$ cat src/rtl/skinny_inv_sbox8_dom1_iter.sv
// First-order DOM-masked inverse SKINNY-128 8-bit S-box.
// One masked NOR-XOR layer runs every two cycles: cross terms are registered first, then the layer is applied.
module skinny_inv_sbox8_dom1_iter (
    input  logic       clk,
    input  logic       rst,
    input  logic       start,
    input  logic [7:0] si_0,
    input  logic [7:0] si_1,
    input  logic [7:0] r,
    output logic       busy,
    output logic       done,
    output logic [7:0] so_0,
    output logic [7:0] so_1
);

    localparam int unsigned W = 8;

    typedef enum logic [1:0] {
        IDLE   = 2'd0,
        CROSS  = 2'd1,
        UPDATE = 2'd2
    } state_t;

    state_t         state;
    logic [1:0]     lc;
    logic [W-1:0]   s0;
    logic [W-1:0]   s1;
    logic [W-1:0]   rr;
    logic [3:0]     cross_q;

    // Final forward swap of bits 1 and 2 (self-inverse).
    function automatic logic [W-1:0] swap12(input logic [W-1:0] x);
        swap12 = {x[7:3], x[1], x[2], x[0]};
    endfunction

    // Inverse of the SKINNY 8-bit wiring permutation.
    function automatic logic [W-1:0] inv_perm(input logic [W-1:0] y);
        inv_perm = {y[5], y[4], y[0], y[3], y[1], y[7], y[6], y[2]};
    endfunction

    // NOR operands: share 0 complemented so that an AND of shares yields the NOR.
    logic a0h, b0h, a1h, b1h;
    logic a0l, b0l, a1l, b1l;
    logic rk_h, rk_l;
    logic [3:0]   cross_d;
    logic [W-1:0] n0;
    logic [W-1:0] n1;

    always_comb begin
        a0h     = ~s0[7];
        b0h     = ~s0[6];
        a1h     = s1[7];
        b1h     = s1[6];
        a0l     = ~s0[3];
        b0l     = ~s0[2];
        a1l     = s1[3];
        b1l     = s1[2];
        rk_h    = rr[{lc, 1'b0}];
        rk_l    = rr[{lc, 1'b1}];
        cross_d = {(a1h & b0h) ^ rk_h, (a0h & b1h) ^ rk_h,
                   (a1l & b0l) ^ rk_l, (a0l & b1l) ^ rk_l};
        n0      = s0;
        n1      = s1;
        n0[4]   = s0[4] ^ (a0h & b0h) ^ cross_q[2];
        n0[0]   = s0[0] ^ (a0l & b0l) ^ cross_q[0];
        n1[4]   = s1[4] ^ (a1h & b1h) ^ cross_q[3];
        n1[0]   = s1[0] ^ (a1l & b1l) ^ cross_q[1];
    end

    always_ff @(posedge clk or posedge rst) begin
        if (rst) begin
            state   <= IDLE;
            lc      <= 2'd0;
            s0      <= '0;
            s1      <= '0;
            rr      <= '0;
            cross_q <= '0;
            busy    <= 1'b0;
            done    <= 1'b0;
            so_0    <= '0;
            so_1    <= '0;
        end else begin
            done <= 1'b0;
            case (state)
                IDLE: begin
                    if (start) begin
                        s0    <= swap12(si_0);
                        s1    <= swap12(si_1);
                        rr    <= r;
                        lc    <= 2'd0;
                        busy  <= 1'b1;
                        state <= CROSS;
                    end
                end
                CROSS: begin
                    cross_q <= cross_d;
                    state   <= UPDATE;
                end
                UPDATE: begin
                    if (lc == 2'd3) begin
                        s0    <= n0;
                        s1    <= n1;
                        so_0  <= n0;
                        so_1  <= n1;
                        done  <= 1'b1;
                        busy  <= 1'b0;
                        state <= IDLE;
                    end else begin
                        s0    <= inv_perm(n0);
                        s1    <= inv_perm(n1);
                        lc    <= lc + 2'd1;
                        state <= CROSS;
                    end
                end
                default: state <= IDLE;
            endcase
        end
    end

endmodule

$ cat config.mk
export PLATFORM = sky130hd
export DESIGN_NAME = skinny_inv_sbox8_dom1_iter
export DESIGN_NICKNAME = d
export VERILOG_FILES = /design/src/rtl/skinny_inv_sbox8_dom1_iter.sv
export SDC_FILE = /design/constraint.sdc
export NUM_CORES = 1
export LEC_CHECK = 0
export CORE_MARGIN = 1
export CORE_UTILIZATION = 45
export CTS_CLUSTER_SIZE = 16
export DETAILED_ROUTE_END_ITERATION = 16
export GPL_ROUTABILITY_DRIVEN = 0
export PLACE_DENSITY = 0.68
export SYNTH_ARGS = -nofsm -noshare
export SYNTH_HDL_FRONTEND = slang
export SYNTH_SLANG_ARGS = --single-unit
$ cat constraint.sdc
create_clock -name clk -period 2.8 [get_ports clk]
set_input_delay 0.56 -clock clk [delete_from_list [all_inputs] [get_ports clk]]
set_output_delay 0.56 -clock clk [all_outputs]
set_load 0.05 [all_outputs]
==> impl_summary.md <==
Timing
The total negative slack is 0 ns. Headroom to the max-slew limit came out at 63.5%. The final setup slack of the worst path is slightly below 0.8 ns. The highest attainable clock frequency is 0.495 GHz. Setup violations remaining at the end of the flow were counted as 0. The post-route fraction of the period consumed by the critical path is between 70% and 80%. The worst hold slack is between 0.4 and 0.5 ns. The number of max-slew violations in the final report is 0.

The final-report hold violation count is 0. The worst-margin pin slew is roughly 0.55 ns. The clock period could shrink to between 2 and 2.5 ns.

Setup repair after global routing left no endpoint under its margin. The clock skew is around 0.0043 ns.

Placement
OpenSTA, run right after detailed placement, puts the worst setup slack at about 0.5 ns. During placement, the flow inserted port buffers numbering 44. Summing all placed instances gives a cell area of 2730 um^2. Detailed placement finished with a half-perimeter wire length of between 3 and 4 mm.

Die
The floorplan step set the die width to between 70 and 80 um. The overall die area is about 5200 um^2. 45 I/O pins were placed. The placement row count is 25. The initial core utilization is between 40% and 50%. The region available for standard cell placement spans 4720 um^2. In this run the vertical extent of the chip is between 70 and 80 um.

Critical path
The worst setup path is captured at an output pin. The type of the worst setup path is reg2out. For the worst setup path, the data required time is about 2.2 ns.

Together, buffers and inverters on the worst path number 1. The worst stage delay on the critical path is 0.80 ns. For this design, the slowest cell found on the critical path is sky130_fd_sc_hd__clkdlybuf4s50_1. For the worst setup path, the data arrival time is roughly 1.5 ns. Traced cell by cell, the critical path runs through clkdlybuf4s50_1. Along the worst path, the maximum fanout reaches 2. The startpoint class of the critical path is a register. Broken down by cell family, the worst path's largest delay share belongs to buffers and inverters.

Synth
The flop and latch count out of synthesis is 50. The distinct cell type count after synthesis is 27. Counting flops with an async set or reset pin after synthesis yields a share of 100%. After synthesis, the mean cell area works out to 11.5 um^2.

Of the synthesized area, sequential elements account for 56.5%. The predominant post-synthesis flop cell is sky130_fd_sc_hd__dfrtp_1. The cell count after synthesis is roughly 190.

Counting every net in the synthesized netlist gives 220. The number of enable flip-flop cells after synthesis is 0. The total standard cell area after synthesis is 2210 um^2. The yosys synthesis warning count is 0.

Clock tree
The total clock buffers created by CTS is 5. The clock tree synthesis step divided the H-tree into 2 levels. The clock tree from TritonCTS is built.

The number of gates resized after cts is 0. The clock net sink count is 50. The quantity of hold-fixing buffers added after cts is 0. CTS placed an instance of sky130_fd_sc_hd__clkbuf_8 at the clock tree root. The post-CTS setup buffer count is 0. The maximum number of buffers from clock root to sink is 2. Clock latency on the worst-skew pair, taken at its later pin, is approximately 0.3 ns. The clock transition at the registers of the reported paths is ~0.09 ns.

Final layout
In the final design database the tool counted between 200 and 300 nets. In the layout the commonest cells are 50 x sky130_fd_sc_hd__dfrtp_1, 44 x sky130_fd_sc_hd__clkdlybuf4s50_1, 36 x sky130_fd_sc_hd__nand2_1. Compared with the post-synthesis result, the final layout area differs by 28.1%. The repair_antennas step left the layout with diodes totalling 0. The share of post-route cells with drive strength above 1 is approximately 15%. The cell area after layout is 2840 um^2. The most common cell after layout, fill and taps aside is sky130_fd_sc_hd__dfrtp_1.

Route
The final antenna-violating net count is 0. The detailed router finished its first iteration with 130 violations. Dividing the detail-routed wire length by the instance count gives approximately 15 um.

The via total after detailed routing is between 1500 and 2000. In the routed layout, each cell is associated on average with a via count of between 5 and 6. The final wirelength is 4.62 mm. In the routed design, unresolved DRC markers number 0. Before antenna repair, the detailed router went through 4 iterations.

GRT
The via count of the first global-routing pass came to 1582. The total congestion overflow after global routing is 0. The first global-routing pass estimated just under 8 mm of wire. The overall global routing resource usage is a little under 20%. Entering global routing, the biggest net connects 22 pins.

The initial antenna violation count is 0.

Power
The overall power of the completed layout is roughly 3.3 mW. In this run the static leakage power is 1.28 nW. In this run the power density over the cells is 1170 nW/um^2.

The largest voltage drop on the vdd net is between 0.5 and 0.6 mV.

Job
The max capacitance violation total is 0.

Min path
The path class of the tightest hold or removal check is reg2reg.

Run status
The run finished with clean final reports.
==> sequential cells by signal, summed over array words and instances, names as in the netlist <==
register	flops
s0	8
cross_q	4
state	2
done	1
lc	2
so_1	8
rr	8
s1	8
so_0	8
busy	1
==> worst reg2reg max path, cell delays in order (launching register included) <==
cell,delay (ns)
sky130_fd_sc_hd__dfrtp_1,0.46
sky130_fd_sc_hd__ha_1,0.36
sky130_fd_sc_hd__nor3b_4,0.51
sky130_fd_sc_hd__nor2_2,0.24
sky130_fd_sc_hd__a22oi_1,0.21
sky130_fd_sc_hd__o21ai_1,0.09
==> through the flow <==
| stage | util, % | std cells |
|---|---|---|
| floorplan | - | 192 |
| finish | 60.1 | 307 |
| CTS | 60.1 | 307 |
| detailed placement | 57.7 | 299 |
| global placement | 57.7 | 299 |
| global route | 60.1 | 307 |
==> final cells by class <==
type / count / area, um^2
fillers: 418 / 1890
flip-flops and latches: 50 / 1250
multi-input cells: 129 / 900
repair buffers: 49 / 478
clock buffers: 8 / 110
well taps: 67 / 83.8
inverters: 4 / 15.0
==> cells in the mapped netlist (all sizes together), types with 6 or more instances <==
master / number / area (um^2)
nor2b: 8 / 50.1
xnor2: 10 / 87.6
nor2: 9 / 36.3
mux2: 17 / 191
nand2: 36 / 135
a22oi: 11 / 82.6
buf: 8 / 45.0
a21o: 6 / 45.0
dfrtp: 50 / 1250
o21ai: 9 / 45.0
==> power breakdown <==
group	switching [mW]	internal (mW)
clock network	0.227	0.250
registers	0.302	1.04
logic	0.822	0.678
total	1.35	1.97
==> routing by layer <==
| layer | GRT usage (%) | wire length [um] | vias to the layer above |
|---|---|---|---|
| li1 | - | - | 755 |
| met4 | 5.88 | 60 | 0 |
| met1 | 26.4 | 2110 | 800 |
| met5 | 0 | 0 | - |
| met2 | 31.8 | 2210 | 52 |
| met3 | 4.72 | 236 | 7 |
==> worst paths after layout <==
| kind | start | endpoint | slack (ns) | cells after the start |
|---|---|---|---|---|
| worst min register to register | so_0[0] | so_0[0] | 0.48 | 1 |
| worst min-delay path | so_0[0] | so_0[0] | 0.48 | 1 |
| worst max-delay path | so_1[2] | so_1[2] | 0.78 | 1 |
| worst max register to register | lc[0] | s1[6] | 0.83 | 5 |
| max in group asynchronous | rst | s1[3] | 1.62 | 3 |
| min in group asynchronous | rst | rr[6] | 0.59 | 2 |
==> cells by family (layout without fill, tap and decap cells) <==
kind of cell	Yosys count	count (layout)	synth area share, %
simple gates	60	60	13.1
flops	50	50	56.5
compound gates	37	37	11.6
mux	19	19	10.7
buf+inv	13	61	2.88
xor+xnor	12	12	4.75
fa+ha+maj	1	1	0.565
Note: power is estimated with default switching activity, not from simulation.
